--- config.mk ---
export PLATFORM = sky130hd
export DESIGN_NAME = fetch_unit
export DESIGN_NICKNAME = d
export VERILOG_FILES = /design/src/rtl/fetch_unit.sv
export SDC_FILE = /design/constraint.sdc
export NUM_CORES = 1
export LEC_CHECK = 0
export CORE_ASPECT_RATIO = 0.75
export CORE_MARGIN = 2
export CORE_UTILIZATION = 50
export CTS_BUF_LIST = sky130_fd_sc_hd__clkbuf_4
export DETAILED_ROUTE_END_ITERATION = 7
export PLACE_DENSITY = 0.73
export SKIP_CTS_REPAIR_TIMING = 1
export SYNTH_ARGS = -nofsm -noshare
export SYNTH_HDL_FRONTEND = slang
export SYNTH_SLANG_ARGS = --single-unit
export TNS_END_PERCENT = 10
--- constraint.sdc ---
create_clock -name fetch_unit_clock_in -period 5.1 [get_ports fetch_unit_clock_in]
set_clock_uncertainty 0.15 [all_clocks]
set_input_delay 1.275 -clock fetch_unit_clock_in [delete_from_list [all_inputs] [get_ports fetch_unit_clock_in]]
set_output_delay 1.275 -clock fetch_unit_clock_in [all_outputs]
set_load 0.02 [all_outputs]
--- src/rtl/fetch_unit.sv ---
// fetch_fifo: flushable in-order buffer of fixed-width records; head is a registered read.
// Latency: a push is visible at the head the cycle after it is written.
// Backpressure: the caller never pushes when full or pops when empty; flush wins over push/pop.
module fetch_fifo #(
    parameter int WIDTH = 64,
    parameter int DEPTH = 4
) (
    input  logic                       core_clk,
    input  logic                       rst,
    input  logic                       flush,
    input  logic                       push_vld,
    input  logic [WIDTH-1:0]           push_dat,
    input  logic                       pop_vld,
    output logic [WIDTH-1:0]           head_dat,
    output logic [$clog2(DEPTH):0]     count
);
    localparam int PTR_W = $clog2(DEPTH);
    localparam int CNT_W = PTR_W + 1;
    localparam logic [PTR_W-1:0] PTR_ONE = 1;
    localparam logic [CNT_W-1:0] CNT_ONE = 1;

    logic [WIDTH-1:0] mem_q [DEPTH];
    logic [WIDTH-1:0] mem_d [DEPTH];
    logic [PTR_W-1:0] wr_ptr_q, wr_ptr_d;
    logic [PTR_W-1:0] rd_ptr_q, rd_ptr_d;
    logic [CNT_W-1:0] count_q, count_d;

    always_comb begin
        mem_d    = mem_q;
        wr_ptr_d = wr_ptr_q;
        rd_ptr_d = rd_ptr_q;
        count_d  = count_q;
        if (flush) begin
            wr_ptr_d = '0;
            rd_ptr_d = '0;
            count_d  = '0;
        end else begin
            if (push_vld) begin
                mem_d[wr_ptr_q] = push_dat;
                wr_ptr_d        = wr_ptr_q + PTR_ONE;
            end
            if (pop_vld) begin
                rd_ptr_d = rd_ptr_q + PTR_ONE;
            end
            if (push_vld && !pop_vld) begin
                count_d = count_q + CNT_ONE;
            end else if (!push_vld && pop_vld) begin
                count_d = count_q - CNT_ONE;
            end
        end
    end

    always_ff @(posedge core_clk) begin
        if (rst) begin
            wr_ptr_q <= '0;
            rd_ptr_q <= '0;
            count_q  <= '0;
        end else begin
            wr_ptr_q <= wr_ptr_d;
            rd_ptr_q <= rd_ptr_d;
            count_q  <= count_d;
        end
    end

    // Storage needs no reset: the head is only meaningful while count is non-zero.
    always_ff @(posedge core_clk) begin
        mem_q <= mem_d;
    end

    assign head_dat = mem_q[rd_ptr_q];
    assign count    = count_q;
endmodule

// fetch_unit: PC generator issuing sequential word fetches, buffering {pc, instr} toward decode.
// Latency: a response in cycle N is at the decode head in N+1; a redirect in N requests the target in N+1.
// Backpressure: a buffer slot is reserved per request, so issue stalls when buffered + in-flight hits depth.
module fetch_unit #(
    parameter int                    DATA_WIDTH   = 32,
    parameter int                    BUFFER_DEPTH = 4,
    parameter logic [DATA_WIDTH-1:0] RESET_VECTOR = '0
) (
    input  logic                  fetch_unit_clock_in,
    input  logic                  fetch_unit_reset_in,
    output logic                  fetch_unit_mem_req_valid_out,
    output logic [DATA_WIDTH-1:0] fetch_unit_mem_req_addr_out,
    input  logic                  fetch_unit_mem_req_ready_in,
    input  logic                  fetch_unit_mem_rsp_valid_in,
    input  logic [31:0]           fetch_unit_mem_rsp_data_in,
    input  logic                  fetch_unit_redirect_valid_in,
    input  logic [DATA_WIDTH-1:0] fetch_unit_redirect_addr_in,
    output logic                  fetch_unit_ins_valid_out,
    output logic [31:0]           fetch_unit_ins_data_out,
    output logic [DATA_WIDTH-1:0] fetch_unit_ins_pc_out,
    input  logic                  fetch_unit_ins_ready_in
);
    localparam int CNT_W  = $clog2(BUFFER_DEPTH) + 1;
    localparam int FIFO_W = DATA_WIDTH + 32;
    localparam logic [DATA_WIDTH-1:0] PC_STEP   = 4;
    localparam logic [DATA_WIDTH-1:0] WORD_MASK = ~DATA_WIDTH'(3);
    localparam logic [CNT_W-1:0]      CNT_ONE   = 1;
    localparam logic [CNT_W:0]        SLOT_CAP  = (CNT_W + 1)'(BUFFER_DEPTH);

    logic                  clk;
    logic                  rst;
    logic                  redir_vld;
    logic                  rsp_vld;

    logic [DATA_WIDTH-1:0] pc_q, pc_d;
    logic [DATA_WIDTH-1:0] rsp_pc_q, rsp_pc_d;
    logic [CNT_W-1:0]      outstanding_q, outstanding_d;
    logic [CNT_W-1:0]      drop_q, drop_d;

    logic [CNT_W-1:0]      fifo_count;
    logic [FIFO_W-1:0]     fifo_head;
    logic [CNT_W:0]        slots_used;
    logic [CNT_W-1:0]      rsp_dec;
    logic [DATA_WIDTH-1:0] redir_pc;
    logic                  req_vld;
    logic                  req_fire;
    logic                  drop_pending;
    logic                  push_vld;
    logic                  ins_vld;
    logic                  pop_vld;

    assign clk       = fetch_unit_clock_in;
    assign rst       = fetch_unit_reset_in;
    assign redir_vld = fetch_unit_redirect_valid_in;
    assign rsp_vld   = fetch_unit_mem_rsp_valid_in;

    assign slots_used   = {1'b0, fifo_count} + {1'b0, outstanding_q};
    assign req_vld      = !rst && !redir_vld && (slots_used < SLOT_CAP);
    assign req_fire     = req_vld && fetch_unit_mem_req_ready_in;
    assign drop_pending = (drop_q != '0);
    assign push_vld     = rsp_vld && !drop_pending && !redir_vld;
    assign ins_vld      = (fifo_count != '0);
    assign pop_vld      = ins_vld && fetch_unit_ins_ready_in && !redir_vld;
    assign rsp_dec      = rsp_vld ? CNT_ONE : '0;
    assign redir_pc     = fetch_unit_redirect_addr_in & WORD_MASK;

    always_comb begin
        pc_d          = pc_q;
        rsp_pc_d      = rsp_pc_q;
        drop_d        = drop_q;
        outstanding_d = outstanding_q - rsp_dec;
        if (redir_vld) begin
            // Everything still in flight belongs to the abandoned path.
            pc_d     = redir_pc;
            rsp_pc_d = redir_pc;
            drop_d   = outstanding_q - rsp_dec;
        end else begin
            if (req_fire) begin
                pc_d          = pc_q + PC_STEP;
                outstanding_d = outstanding_q + CNT_ONE - rsp_dec;
            end
            if (rsp_vld) begin
                if (drop_pending) begin
                    drop_d = drop_q - CNT_ONE;
                end else begin
                    rsp_pc_d = rsp_pc_q + PC_STEP;
                end
            end
        end
    end

    always_ff @(posedge clk) begin
        if (rst) begin
            pc_q          <= RESET_VECTOR;
            rsp_pc_q      <= RESET_VECTOR;
            outstanding_q <= '0;
            drop_q        <= '0;
        end else begin
            pc_q          <= pc_d;
            rsp_pc_q      <= rsp_pc_d;
            outstanding_q <= outstanding_d;
            drop_q        <= drop_d;
        end
    end

    fetch_fifo #(
        .WIDTH (FIFO_W),
        .DEPTH (BUFFER_DEPTH)
    ) u_buf (
        .core_clk (clk),
        .rst      (rst),
        .flush    (redir_vld),
        .push_vld (push_vld),
        .push_dat ({rsp_pc_q, fetch_unit_mem_rsp_data_in}),
        .pop_vld  (pop_vld),
        .head_dat (fifo_head),
        .count    (fifo_count)
    );

    assign fetch_unit_mem_req_valid_out = req_vld;
    assign fetch_unit_mem_req_addr_out  = pc_q;
    assign fetch_unit_ins_valid_out     = ins_vld;
    assign fetch_unit_ins_data_out      = ins_vld ? fifo_head[31:0] : 32'h0;
    assign fetch_unit_ins_pc_out        = ins_vld ? fifo_head[FIFO_W-1:32] : '0;
endmodule

==> results of run 1 <==
==> through the flow <==
| step | std cells | util [%] | power, uW | setup slack (ps) | hold slack, ps |
|---|---|---|---|---|---|
| after floorplan | 902 | - | 3338 | 1060 | 315.8 |
| after global placement | 1381 | 58.04 | 3603 | 926.5 | 333.0 |
| after detailed placement | 1381 | 58.04 | 3613 | 927.0 | 351.9 |
| after CTS | 1514 | 61.95 | 5833 | 568.0 | 359.4 |
| after global routing | 1515 | 61.95 | 6016 | 436.8 | 383.2 |
| final | 1515 | 61.95 | 5762 | 659.4 | 355.9 |
==> cells by family (layout without fill, tap and decap cells) <==
kind of cell	after synthesis	after routing	share of synthesized area, %
AOI/OAI and AO/OA	104	104	5.050
buffers and inverters	82	343	2.715
muxes	65	65	10.57
xor gates and xnor gates	54	54	3.503
and+or+nand+nor	256	256	10.62
DFF	321	321	65.97
other	1	5	0.02777
adders and majority gates	16	16	1.538
==> worst reg2reg max path, cell delays in order (launching register included) <==
cell     delay [ps]
dfxtp_1         370
or3_2           840
buf_4           380
and3_1          260
inv_1            70
ha_1            170
inv_1            60
fa_1            380
xor2_1          160
or3_1           300
a21oi_1         140
==> synthesized netlist by cell type, types with 7 or more instances <==
cell      number  area [um^2]
dfxtp_1       73         1461
nand3_1       30        150.1
inv_1         32        120.1
nor3_1        19        95.09
a21boi_0      25        187.7
clkbuf_1      30        112.6
nor2_1        29        108.9
nand2_1       42        157.7
edfxtp_1     248         7447
buf_1          9        33.78
a31oi_1        8        50.05
nor4_1        15        93.84
and3_1        10        62.56
and4_1         9        78.83
xor2_1        15        131.4
a21oi_1       32        160.2
nand4_1       13        81.33
or3_1          7        43.79
a211oi_1       9        67.56
ha_1          15        187.7
mux4_2        62         1396
o21ai_0        7        35.03
xnor2_1       39        341.6
and2_1        63        394.1
==> state kept, by name, summed over array words and instances, names as in the netlist <==
register,flops
outstanding_q,3
u_buf.rd_ptr_q,2
rsp_pc_q,30
u_buf.mem_q,248
fetch_unit_mem_req_addr_out,30
u_buf.wr_ptr_q,2
u_buf.count,3
drop_q,3
==> power by group through the flow <==
stage | combinational, uW | sequential [uW] | clock [uW]
final | 574 | 2980 | 2210
after global routing | 618 | 2990 | 2410
after CTS | 579 | 2980 | 2270
after detailed placement | 576 | 3040 | 0
after global placement | 570 | 3030 | 0
after floorplan | 305 | 3030 | 0
==> per-layer routing <==
layer	global-route usage (%)	wire length, um	vias to the layer above
li1	-	-	3893
met1	30.54	13730	4077
met2	29.29	12530	344
met3	6.260	2501	41
met4	6.603	447	0
met5	0	0	-
==> area by class of cell <==
| type | instances | share of cell area [%] |
|---|---|---|
| well taps | 351 | 2.651 |
| inverters | 32 | 0.7250 |
| clock inverters | 17 | 1.050 |
| diodes | 1 | 0.01510 |
| repair buffers | 178 | 10.88 |
| multi-input cells | 499 | 25.63 |
| clock buffers | 116 | 5.256 |
| flip-flops and latches | 321 | 53.80 |
==> final timing paths <==
path         cells past startpoint                              to
max                              4       fetch_unit_ins_pc_out[12]
max reg2reg                     10     u_buf.count[2]$_SDFFE_PP0P_
min reg2reg                      2  u_buf.wr_ptr_q[1]$_SDFFE_PP0P_
min                              2  u_buf.wr_ptr_q[1]$_SDFFE_PP0P_
==> summary.txt, run 1 <==
Detailed routing
  • Residual DRC: 0
  • DR iter-0 viols: 697
  • Drt pass-1 iters: 4
  • Drt wl/cell: 19.27 um
  • Via/cell ratio: 5.515
  • ANT nets after route: 0
  • Final wirelength: 29200 um
  • Vias: 8355

Worst setup path
  • Worst Path Arrival: 3020 ps
  • Worst Setup Start Kind: register
  • CP Class: reg2out
  • Critical path's slowest cell: dfxtp_2
  • Flop2flop setup slack: ~1800 ps
  • CP max FO: 26
  • Crit path max-delay family: buffers and inverters
  • CP required: 3670 ps
  • Crit path buffers/inverters: 2
  • CP endpoint kind: primary output
  • Slowest stage delay, CP: 820 ps
  • Reg2reg start: u_buf.count[0]$_SDFFE_PP0P_
  • Crit-path cells: buf_4 > mux4_2 > and2_1 > clkdlybuf4s50_1
  • CP startpoint: u_buf.rd_ptr_q[1]$_SDFFE_PP0P_

Global routing
  • Vias in the first global route: 8291
  • Grt total ovfl: 0
  • Tot GR Track Use: 20.62%
  • Initial antenna violation count: 1
  • First-pass GRT wire length: ~45000 um
  • Largest net degree at the start of global routing: 63

Power
  • Combinational share of power: 10.0%
  • Clock Power Share: 38.3%
  • P_sw: 1347 uW
  • Leakage: between 0.005 and 0.006 uW
  • Pwr Density: 347.8 nW/um^2
  • Worst vdd ir: 0.1756 mV
  • Cell-internal power: 4414 uW
  • Switch share: 23.38%
  • Sequential power share: 51.8%

Final layout
  • Footprint of the multi-input gates: 4245 um^2
  • Commonest non-fill, non-tap cell in the layout: edfxtp_1
  • Commonest cells after routing, fill and taps aside: edfxtp_1, clkdlybuf4s50_1, clkbuf_4
  • Layout area overhead: 22.69%
  • # nets final: ~1200
  • Layout cells sized above 1: 18.92%
  • Layout fillers: approximately 2000
  • Final Instance Area: 16570 um^2
  • FF+latch area: around 9000 um^2

Timing
  • Fin Setup TNS: 0 ps
  • Rel. slew slack: ~42%
  • Tcrit/Tclk final: between 80% and 90%
  • RSZ-0062 raised after global routing: false
  • Post-layout min period: between 4000 and 5000 ps
  • Final setup fails: 0
  • Count of pins over their slew limit: 0
  • Worst-margin pin slew: roughly 860 ps
  • Fmax: about 0.23 GHz
  • Hold Vio Cnt, Final: 0

Clocking
  • CTS sink cnt: approximately 320
  • CTS H-tree depth: 3
  • Clk buf depth: 3
  • TritonCTS clock tree: built
  • CTS Buf Count: 78
  • CTS Root Cell: clkbuf_4
  • Worst-path clk slew: 60 ps
  • Worst skew pair latency: about 700 ps

Die
  • FP Rows: between 50 and 60
  • Core Region: 26740 um^2
  • Die ar.: roughly 28000 um^2
  • I/O pin cnt: 168
  • Die height: 146.3 um
  • DIE WIDTH: about 190 um
  • Starting Density: 50.50%

Synthesis
  • Number of synthesized flops with an enable pin: 248
  • Gate Count Post-Synth: 899
  • Count of state elements after synthesis: between 300 and 400
  • Number of distinct library cells after synthesis: 57
  • Asr flop ratio synth: 0%
  • Synth Flop Type: edfxtp_1
  • Synth warn: 0
  • Seq/Total Area, Yosys: 65.97%
  • Synthesized area: between 10000 and 15000 um^2
  • Syn Area/Cell: 15.02 um^2

Placement
  • Placed inst area: between 15000 and 20000 um^2
  • Gp weighted congestion: slightly above 0.9
  • DP HPWL: 18240 um
  • Port bufs: 161

Flow run
  • Max cap viols: 0

Worst hold path
  • Hold Path Class: reg2reg
  • Hold Path Origin: u_buf.wr_ptr_q[1]$_SDFFE_PP0P_

Run status
  • Status: completed
No activity file was read; power rests on OpenSTA's default activity.
==> run 2, diff against run 1 <==
--- a/config.mk
+++ b/config.mk
@@ -10,6 +10,7 @@
 export CORE_UTILIZATION = 50
 export CTS_BUF_LIST = sky130_fd_sc_hd__clkbuf_4
 export DETAILED_ROUTE_END_ITERATION = 7
+export MAX_ROUTING_LAYER = met4
 export PLACE_DENSITY = 0.73
 export SKIP_CTS_REPAIR_TIMING = 1
 export SYNTH_ARGS = -nofsm -noshare
==> run 2 against run 1 <==
  * Via count barely moved
  * First-iteration DRC count fell by 2.0%
  * Largest cell class unchanged
  * Sequential share of layout area did not move
  * Worst setup slack improved by 11 ps
  * Count of clock-buffer cells in the layout did not move
  * Critical path depth did not move
  * Critical endpoint unchanged
  * Fmax rose by 0.26%
==> summary.txt, run 2 (synthesized netlist as in run 1, its figures left out) <==
Run status
  • Status: completed

Final layout
  • FF+latch area: approximately 8900 um^2
  • Commonest cells after routing, fill and taps aside: edfxtp_1, clkdlybuf4s50_1, clkbuf_4
  • # nets final: 1196
  • Layout area overhead: 22.69%
  • Non-Filler Instances: 1515
  • Footprint of the multi-input gates: 4245 um^2
  • Largest register FFs: 248
  • Layout fillers: 2017
  • Final Instance Area: roughly 17000 um^2
  • Commonest non-fill, non-tap cell in the layout: edfxtp_1
  • Core Util, Final: 61.95%
  • Largest reg by FF count: u_buf.mem_q
  • Layout cells sized above 1: 18.92%

Clocking
  • Worst-path clk slew: 60 ps
  • CTS H-tree depth: 3
  • CTS Buf Count: a little under 80
  • Worst skew pair latency: about 700 ps
  • CTS sink cnt: 321
  • Clk buf depth: 3
  • CTS Root Cell: clkbuf_4
  • TritonCTS clock tree: built

Timing
  • Fin Setup TNS: 0 ps
  • Fmax: 0.2258 GHz
  • RSZ-0062 raised after global routing: false
  • Tcrit/Tclk final: 86.85%
  • Post-layout min period: about 4400 ps
  • Worst-margin pin slew: 884.1 ps
  • Hold Vio Cnt, Final: 0
  • Count of pins over their slew limit: 0
  • Rel. slew slack: slightly above 40%
  • Final setup fails: 0

Placement
  • Placed inst area: between 15000 and 20000 um^2
  • Placed insts: 1381
  • DP HPWL: 18240 um
  • Port bufs: 161
  • Gp weighted congestion: 0.9250

Detailed routing
  • Vias: 8356
  • Residual DRC: 0
  • Final wirelength: roughly 29000 um
  • Drt wl/cell: between 15 and 20 um
  • Drt pass-1 iters: 7
  • ANT nets after route: 0
  • Via/cell ratio: 5.516
  • DR iter-0 viols: about 700

Worst setup path
  • Critical path's slowest cell: dfxtp_2
  • CP required: 3670 ps
  • Crit path max-delay family: buffers and inverters
  • CP Class: reg2out
  • Worst Setup Start Kind: register
  • CP max FO: 26
  • Worst Path Arrival: 3000 ps
  • Crit path buffers/inverters: 2
  • Slowest stage delay, CP: 820 ps
  • Crit-path cells: buf_4 > mux4_2 > and2_1 > clkdlybuf4s50_1
  • CP endpoint kind: primary output

Die
  • DIE WIDTH: 193.8 um
  • Die ar.: approximately 28000 um^2
  • Core Region: 26740 um^2
  • Die height: ~150 um
  • FP Rows: 52
  • I/O pin cnt: approximately 170
  • Starting Density: 50.50%

Power
  • Leakage: 0.005471 uW
  • Worst vdd ir: roughly 0.18 mV
  • Total power: roughly 5800 uW
  • Pwr Density: 347.8 nW/um^2
  • Clock Power Share: 38.3%
  • Combinational share of power: ~10%
  • Cell-internal power: 4415 uW
  • Sequential power share: 51.8%
  • Switch share: roughly a quarter
  • P_sw: roughly 1300 uW

Global routing
  • First-pass GRT wire length: 45240 um
  • Tot GR Track Use: 21.26%
  • Largest net degree at the start of global routing: 63
  • Vias in the first global route: 8321
  • Initial antenna violation count: 1
  • Grt total ovfl: 0

Worst hold path
  • Hold Path Class: reg2reg

Flow run
  • Max cap viols: 0
[run 2: area by class of cell]
| cell class | instances | area share (%) |
|---|---|---|
| sequential | 321 | 53.80 |
| antenna | 1 | 0.01510 |
| clock inverter | 17 | 1.050 |
| tap | 351 | 2.651 |
| inverter | 32 | 0.7250 |
| timing repair buffer | 178 | 10.88 |
| clock buffer | 116 | 5.256 |
| multi-input combinational | 499 | 25.63 |
[run 2: layer usage]
metal  vias up  global-route usage [%]  share of wire (%)
met2       331                   29.20                 43
met4         0                   6.794                1.3
met3        37                   5.752                8.5
li1       3900                       -                  -
met1      4088                   30.86                 47
met5         -                       -                  0
[run 2: path summary, 6_finish.rpt]
check	endpoint	from	slack [ps]	cells past startpoint
max	fetch_unit_ins_pc_out[12]	u_buf.rd_ptr_q[1]$_SDFFE_PP0P_	670	4
min	u_buf.wr_ptr_q[1]$_SDFFE_PP0P_	u_buf.wr_ptr_q[1]$_SDFFE_PP0P_	350	2
max reg2reg	u_buf.count[2]$_SDFFE_PP0P_	u_buf.count[0]$_SDFFE_PP0P_	1750	10
min reg2reg	u_buf.wr_ptr_q[1]$_SDFFE_PP0P_	u_buf.wr_ptr_q[1]$_SDFFE_PP0P_	350	2
[run 2: power groups by stage]
stage	registers, uW	clock network (uW)	logic [uW]
after floorplan	3030	0	305
after global placement	3030	0	570
after detailed placement	3040	0	576
after CTS	2980	2270	579
after global routing	2990	2400	618
final	2980	2210	574
[run 2: per-stage QoR]
step	setup slack, ps	hold slack, ps
2_1_floorplan	1060	315.8
3_3_place_gp	926.5	333.0
3_5_place_dp	927.0	351.9
4_1_cts	568.0	359.4
5_1_grt	436.8	383.2
6_report	670.8	354.9
[run 2: worst min-delay path, delay by kind of cell (launching register included)]
kind               cells  cell delay (ps)
and+or+nand+nor        1               60
DFF                    1              340
AOI/OAI and AO/OA      1               60
